**src/rtl/common_fifo_buffer.sv**
```systemverilog
// common_fifo_buffer: power-of-two synchronous FIFO with valid/ready on both sides and registered-storage output
module common_fifo_buffer #(
  parameter int BUFFER_WIDTH      = 1,
  parameter int BUFFER_DEPTH_LOG2 = 2
) (
  input  logic                         clk,
  input  logic                         reset,
  input  logic [BUFFER_WIDTH-1:0]      prev_i_data,
  input  logic                         prev_i_valid,
  output logic                         prev_o_ready,
  output logic [BUFFER_WIDTH-1:0]      next_o_data,
  output logic                         next_o_valid,
  input  logic                         next_i_ready,
  output logic [BUFFER_DEPTH_LOG2:0]   o_count,
  output logic                         o_full,
  output logic                         o_empty
);
  localparam int L = BUFFER_DEPTH_LOG2;
  logic [L:0] wptr, rptr;
  logic [BUFFER_WIDTH-1:0] mem [1<<L];
  logic fire_in, fire_out;
  assign o_count      = wptr - rptr;
  assign o_empty      = wptr == rptr;
  assign o_full       = (wptr[L-1:0] == rptr[L-1:0]) && (wptr[L] != rptr[L]);
  assign prev_o_ready = !o_full && !reset;
  assign next_o_valid = !o_empty;
  assign next_o_data  = mem[rptr[L-1:0]];
  assign fire_in      = prev_i_valid && prev_o_ready;
  assign fire_out     = next_o_valid && next_i_ready;
  always_ff @(posedge clk or posedge reset) begin
    if (reset) begin
      wptr <= '0;
      rptr <= '0;
    end else begin
      wptr <= wptr + {{L{1'b0}}, fire_in};
      rptr <= rptr + {{L{1'b0}}, fire_out};
    end
  end
  // storage deliberately unreset; contents are only exposed behind next_o_valid
  always_ff @(posedge clk) begin
    if (fire_in) mem[wptr[L-1:0]] <= prev_i_data;
  end
endmodule

```
**config.mk**
```make
export PLATFORM = sky130hd
export DESIGN_NAME = common_fifo_buffer
export DESIGN_NICKNAME = d
export VERILOG_FILES = /design/src/rtl/common_fifo_buffer.sv
export SDC_FILE = /design/constraint.sdc
export NUM_CORES = 1
export LEC_CHECK = 0
export ABC_AREA = 1
export CORE_AREA = 2 2 39 41
export DETAILED_ROUTE_END_ITERATION = 16
export DIE_AREA = 0 0 41 43
export PLACE_DENSITY = 0.69
export REMOVE_ABC_BUFFERS = 1
export SYNTH_ARGS = -nofsm -noshare
export SYNTH_HDL_FRONTEND = slang
export SYNTH_SLANG_ARGS = --single-unit
```
**constraint.sdc**
```tcl
create_clock -name clk -period 5.14 [get_ports clk]
set_input_delay 0.771 -clock clk [delete_from_list [all_inputs] [get_ports clk]]
set_output_delay 0.771 -clock clk [all_outputs]
set_load 0.05 [all_outputs]
```
# [Word-level counts from Yosys, hierarchy flattened]
# Memory sizes are Yosys's and may differ from the RTL's.
# Cells that the tools add are included.
[totals] n_memories=1 ramBits=4 out_inout_bits=8 regBits=6
[memory_table] memory="mem" depth=4 word_bits=1 read_ports=1 rd_ports_with_merged_regs=0 wr=1 line="20" text="logic [BUFFER_WIDTH-1:0] mem [1<<L];"
[classes] addsub=3 mux=2 n_reduce_logical=7 eq_ne=3
[ops] op="3-bit by 1-bit adder with 3-bit output" count=2
[ops] op="1-bit logical AND" count=4
[ops] op="3-bit equality test" count=1
[ops] op="1-bit zero test" count=3
[ops] op="3-bit subtractor" count=1
[ops] op="2-bit equality test" count=1
[ops] op="1-bit 2-to-1 mux" count=2
[ops] op="1-bit != test" count=1

# [Logic depth before layout (Yosys ltp)]
[depth] depth_word=7 mapped_depth=10 ltp_nobuf=10

# [Least setup slack after synthesis]
# Ideal clock, no wire load.
[synth_timing] path_type="register -> output" startpoint="register wptr[0]" endpoint="output port prev_o_ready" required_time_ns=4.369 n_path_buf=0 arrival_ns=1.854 setup_slack_ns=2.515 stages_incl_launch_ff=8 path_cell_list="dfrtp_1 inv_1 ha_1 nand2_1 inv_1 nand3_2 inv_1 nor2_1"
[synth_via] elab_chain_len=4
[synth_lines] item="from (decl)" line="19" text="logic [L:0] wptr, rptr;"
[synth_lines] item="from (signal assigned)" line="35" text="wptr <= wptr + {{L{1'b0}}, fire_in};"
[synth_lines] item="2-bit equality test" line="24" text="assign o_full = (wptr[L-1:0] == rptr[L-1:0]) && (wptr[L] != rptr[L]);"
[synth_lines] item="1-bit logical AND" line="24"
[synth_lines] item="net o_full" line="15" text="output logic o_full,"
[synth_lines] item="1-bit zero test" line="25" text="assign prev_o_ready = !o_full && !reset;"
[synth_lines] item="1-bit logical AND" line="25"
[synth_lines] item="to (decl)" line="10" text="output logic prev_o_ready,"
# The timed path passes the listed nets, and every way through them passes these cells.

# [Worst setup path in the final report]
[layout_timing] startpoint="register wptr[0]" endpoint="output port o_count[2]"
[layout_via] elab_chain_len=1
[layout_lines] item="3-bit subtractor" line="22" text="assign o_count = wptr - rptr;"
[layout_lines] item="to (decl)" line="14" text="output logic [BUFFER_DEPTH_LOG2:0] o_count,"
# No other way between the ends.

==> results.md <==
- Gates resized during post-CTS repair numbered 0.
- The worst-path maximum fanout is 4.
- At the later pin of the worst-skew pair, clock insertion delay measures 0.27 ns.
- The first TritonRoute pass finished after 4 iterations.
- Buffers inserted to repair hold after CTS numbered 0.
- Counting along the longest clock path gives a buffer depth of 2.
- The placement-stage worst setup slack is ~2.3 ns.
- The post-synthesis area per instance is 9.90 um^2.
- The CTS sink count is 10.
- The arrival time reported for the critical path endpoint is around 2.3 ns.
- The final max-slew violation count is 0.
- Across all setup checks in the final design, the least slack found is slightly above 2 ns.
- The count of port buffers added during placement is 12.
- The number of antenna violations at the first check in global routing is 0.
- On the critical path, the stage with the largest delay is an instance of sky130_fd_sc_hd__clkdlybuf4s50_1.
- After synthesis the netlist holds a flip-flop and latch count of 10.
- The smallest clock period supported by the final layout is computed as around 3.1 ns.
- Dividing the detail-routed wire length by the instance count gives 10.9 um.
- Synthesis instantiated 15 different standard cells from the library.
- The synthesized area is between 500 and 600 um^2.
- Static timing analysis puts the maximum clock frequency at 0.324 GHz.
- The run finished with clean final reports.
- The number of buffer and inverter stages on the critical path is 2.
- Synthesis produced 56 cells.
- At the end of routability-driven placement, the weighted congestion stood at between 0.6 and 0.7.
- The relative area change from synthesis to final layout is 30.0%.
- The number of hold violations in the final report came to 0.
- The post-synthesis xor/xnor area fraction is ~4.7%.
- Measured along the y axis, the die boundary spans about 43 um.
- The actual slew at the worst max-slew pin is between 0.5 and 0.6 ns.
- The floorplan has 14 rows.
- The synthesized-area fraction occupied by ao, oa, aoi and oai cells is slightly below 3%.
- STA puts the critical path data required time at about 4.4 ns.
- Detailed placement finished with a half-perimeter wire length of 814 um.
- The number of buffers inserted by post-CTS setup repair is 0.
- The post-route netlist has between 10% and 20% of its cells at a drive strength greater than 1.
- Counting instances, the worst hold path has a depth of 1.
- The maximum cell stage delay along the critical path is just over 0.8 ns.
- The total negative slack is 0 ns.
- Counting buffers and inverters, the worst setup path is 5 cells deep.
- Setup repair after global routing left no endpoint under its margin.
- After clock tree synthesis, the clock-pin slew on the worst setup and hold paths is approximately 0.07 ns.
- The number of max-capacitance violations reported is 0.
- Clock tree synthesis inserted a total of 3 buffers.
- The worst hold slack after final layout is ~0.49 ns.
- After synthesis, the largest family of logic cells by area is adder cells.
- During synthesis, Yosys emitted a total of 0 warnings.
- 13 I/O pins were placed.
- The die covers 1760 um^2.
- The sequential fraction of the synthesis area is between 40% and 50%.
- The type of the worst setup path is flop to output port.
- The via count is between 400 and 500.
- After global routing the overflow that remains totals 0.
- The total placed cells including tap cells is 84.
- The number of antenna repair diodes is 0.
- The signal on the critical path passes through inv_1 -> ha_1 -> fa_1 -> xnor2_1 -> clkdlybuf4s50_1.
- The count of non-filler cells in the finished layout is 88.
- The initial utilization of the core area, before any placement, comes to between 40% and 50%.
- The synthesized netlist devotes between 10% and 20% of its cell area to simple gates.
- In this run the standard cell core region covers between 1000 and 1500 um^2.
- After filler insertion, the fill cell instance count of the layout stands at around 130.
- The worst clock skew is just under 0.002 ns.
- Global routing used between 10% and 20% of the available tracks.
- Summing all multi-input logic gate instances after layout gives 231 um^2.
- After layout, the worst path uses around three fifths of the clock period.
- Measured in cells, the most critical reg-to-reg path has a length of 10.
- The remaining number of nets flagged by the antenna check after routing is 0.
- In this design, the largest share of critical-path delay is due to buffers and inverters.
- The clock root buffer master is sky130_fd_sc_hd__clkbuf_4.
- The first-pass GRT wire length is about 1600 um.
- The worst setup path is captured at an output port.
- CTS built an H-tree with a depth of 1.
- The total setup violations reported at the end of the flow is 0.
- Across the whole layout, storage elements account for between 200 and 300 um^2.
- TritonCTS built the clock tree.
- The number of global-route vias before repair came to 409.
- In this run, the number of DRC markers left after iteration 0 of detailed routing was 9.
- The wire length after detailed routing is roughly 960 um.
- The pin count of the biggest net entering global routing is 8.
- In this run the tightest slew margin relative to its limit is roughly two thirds.
- The min-delay analysis places its worst path in the category flop to flop.
- After Yosys synthesis, full adders, half adders and majority gates account for approximately 17% of the synthesized area.
- Dividing the detail-routed via count by the number of cells gives 4.63.
- The die width is between 40 and 50 um.
- For this run, the post-layout net count is 85.
- Multiplexer cells account for 0% of the synthesized area.
- The detailed-route DRC error count is 0.
- STA classifies the critical path startpoint as a flop.
-- cells in the final DEF, fill, tap and decap left out --
master,count
sky130_fd_sc_hd__clkbuf_4,3
sky130_fd_sc_hd__clkdlybuf4s50_1,12
sky130_fd_sc_hd__clkinv_1,1
sky130_fd_sc_hd__dfrtp_1,6
sky130_fd_sc_hd__edfxtp_1,4
sky130_fd_sc_hd__fa_1,1
sky130_fd_sc_hd__ha_1,6
sky130_fd_sc_hd__inv_1,13
sky130_fd_sc_hd__inv_2,1
sky130_fd_sc_hd__nand2_1,6
sky130_fd_sc_hd__nand2_2,3
sky130_fd_sc_hd__nand3_2,2
sky130_fd_sc_hd__nor2_1,7
sky130_fd_sc_hd__nor2_2,1
sky130_fd_sc_hd__o21ai_0,2
sky130_fd_sc_hd__o22ai_1,1
sky130_fd_sc_hd__xnor2_1,1
sky130_fd_sc_hd__xor2_1,2
-- flip-flops by register name, indices dropped and copies added, names as in the netlist --
name / cells
rptr: 3
mem: 4
wptr: 3
-- per-layer routing --
layer / wire length, um / vias to the layer above / track usage (%)
met5: 0 / - / 0
met4: 19 / 0 / 10.0
met3: 49 / 4 / 3.14
met2: 474 / 12 / 20.6
met1: 417 / 189 / 17.7
li1: - / 202 / -
-- final cells by class --
| class | count | share of cell area [%] |
|---|---|---|
| inverter | 14 | 7.29 |
| timing repair buffer | 12 | 16.7 |
| clock buffer | 3 | 3.13 |
| clock inverter | 1 | 0.521 |
| tap | 16 | 2.78 |
| multi-input combinational | 32 | 32.1 |
| sequential | 10 | 37.5 |
-- worst paths after layout --
| kind | from | endpoint | slack (ns) |
|---|---|---|---|
| min in group asynchronous | reset | rptr[2] | 0.77 |
| min | rptr[2] | rptr[2] | 0.49 |
| max | wptr[0] | o_count[2] | 2.06 |
| min reg2reg | rptr[2] | rptr[2] | 0.49 |
| max in group asynchronous | reset | wptr[1] | 4.16 |
| max reg2reg | wptr[0] | wptr[2] | 3.31 |
-- cell families after synthesis --
logic type,count (synthesis)
adders and majority gates,7
buffers and inverters,14
xor gates and xnor gates,3
DFF,10
and+or+nand+nor,19
AOI/OAI and AO/OA,3
-- per-stage QoR --
step / util [%] / instance area (um^2)
6_report: 52.1 / 721
3_5_place_dp: 50.2 / 694
4_1_cts: 52.1 / 721
2_1_floorplan: - / 554
5_1_grt: 52.1 / 721
3_3_place_gp: 50.2 / 694
-- cell usage after synthesis --
| library cell | count | share of area, % |
|---|---|---|
| sky130_fd_sc_hd__nand2_1 | 6 | 4.1 |
| sky130_fd_sc_hd__fa_1 | 1 | 3.6 |
| sky130_fd_sc_hd__inv_1 | 13 | 8.8 |
| sky130_fd_sc_hd__nand2_2 | 3 | 3.4 |
| sky130_fd_sc_hd__ha_1 | 6 | 14 |
| sky130_fd_sc_hd__xor2_1 | 2 | 3.2 |
| sky130_fd_sc_hd__nor2_1 | 7 | 4.7 |
| sky130_fd_sc_hd__inv_2 | 1 | 0.68 |
| sky130_fd_sc_hd__o22ai_1 | 1 | 1.1 |
| sky130_fd_sc_hd__edfxtp_1 | 4 | 22 |
| sky130_fd_sc_hd__nor2_2 | 1 | 1.1 |
| sky130_fd_sc_hd__dfrtp_1 | 6 | 27 |
| sky130_fd_sc_hd__xnor2_1 | 1 | 1.6 |
| sky130_fd_sc_hd__nand3_2 | 2 | 3.6 |
| sky130_fd_sc_hd__o21ai_0 | 2 | 1.8 |
Power is not shown: default switching activity piles up to over one toggle a cycle in this logic, so the estimate is an artifact.
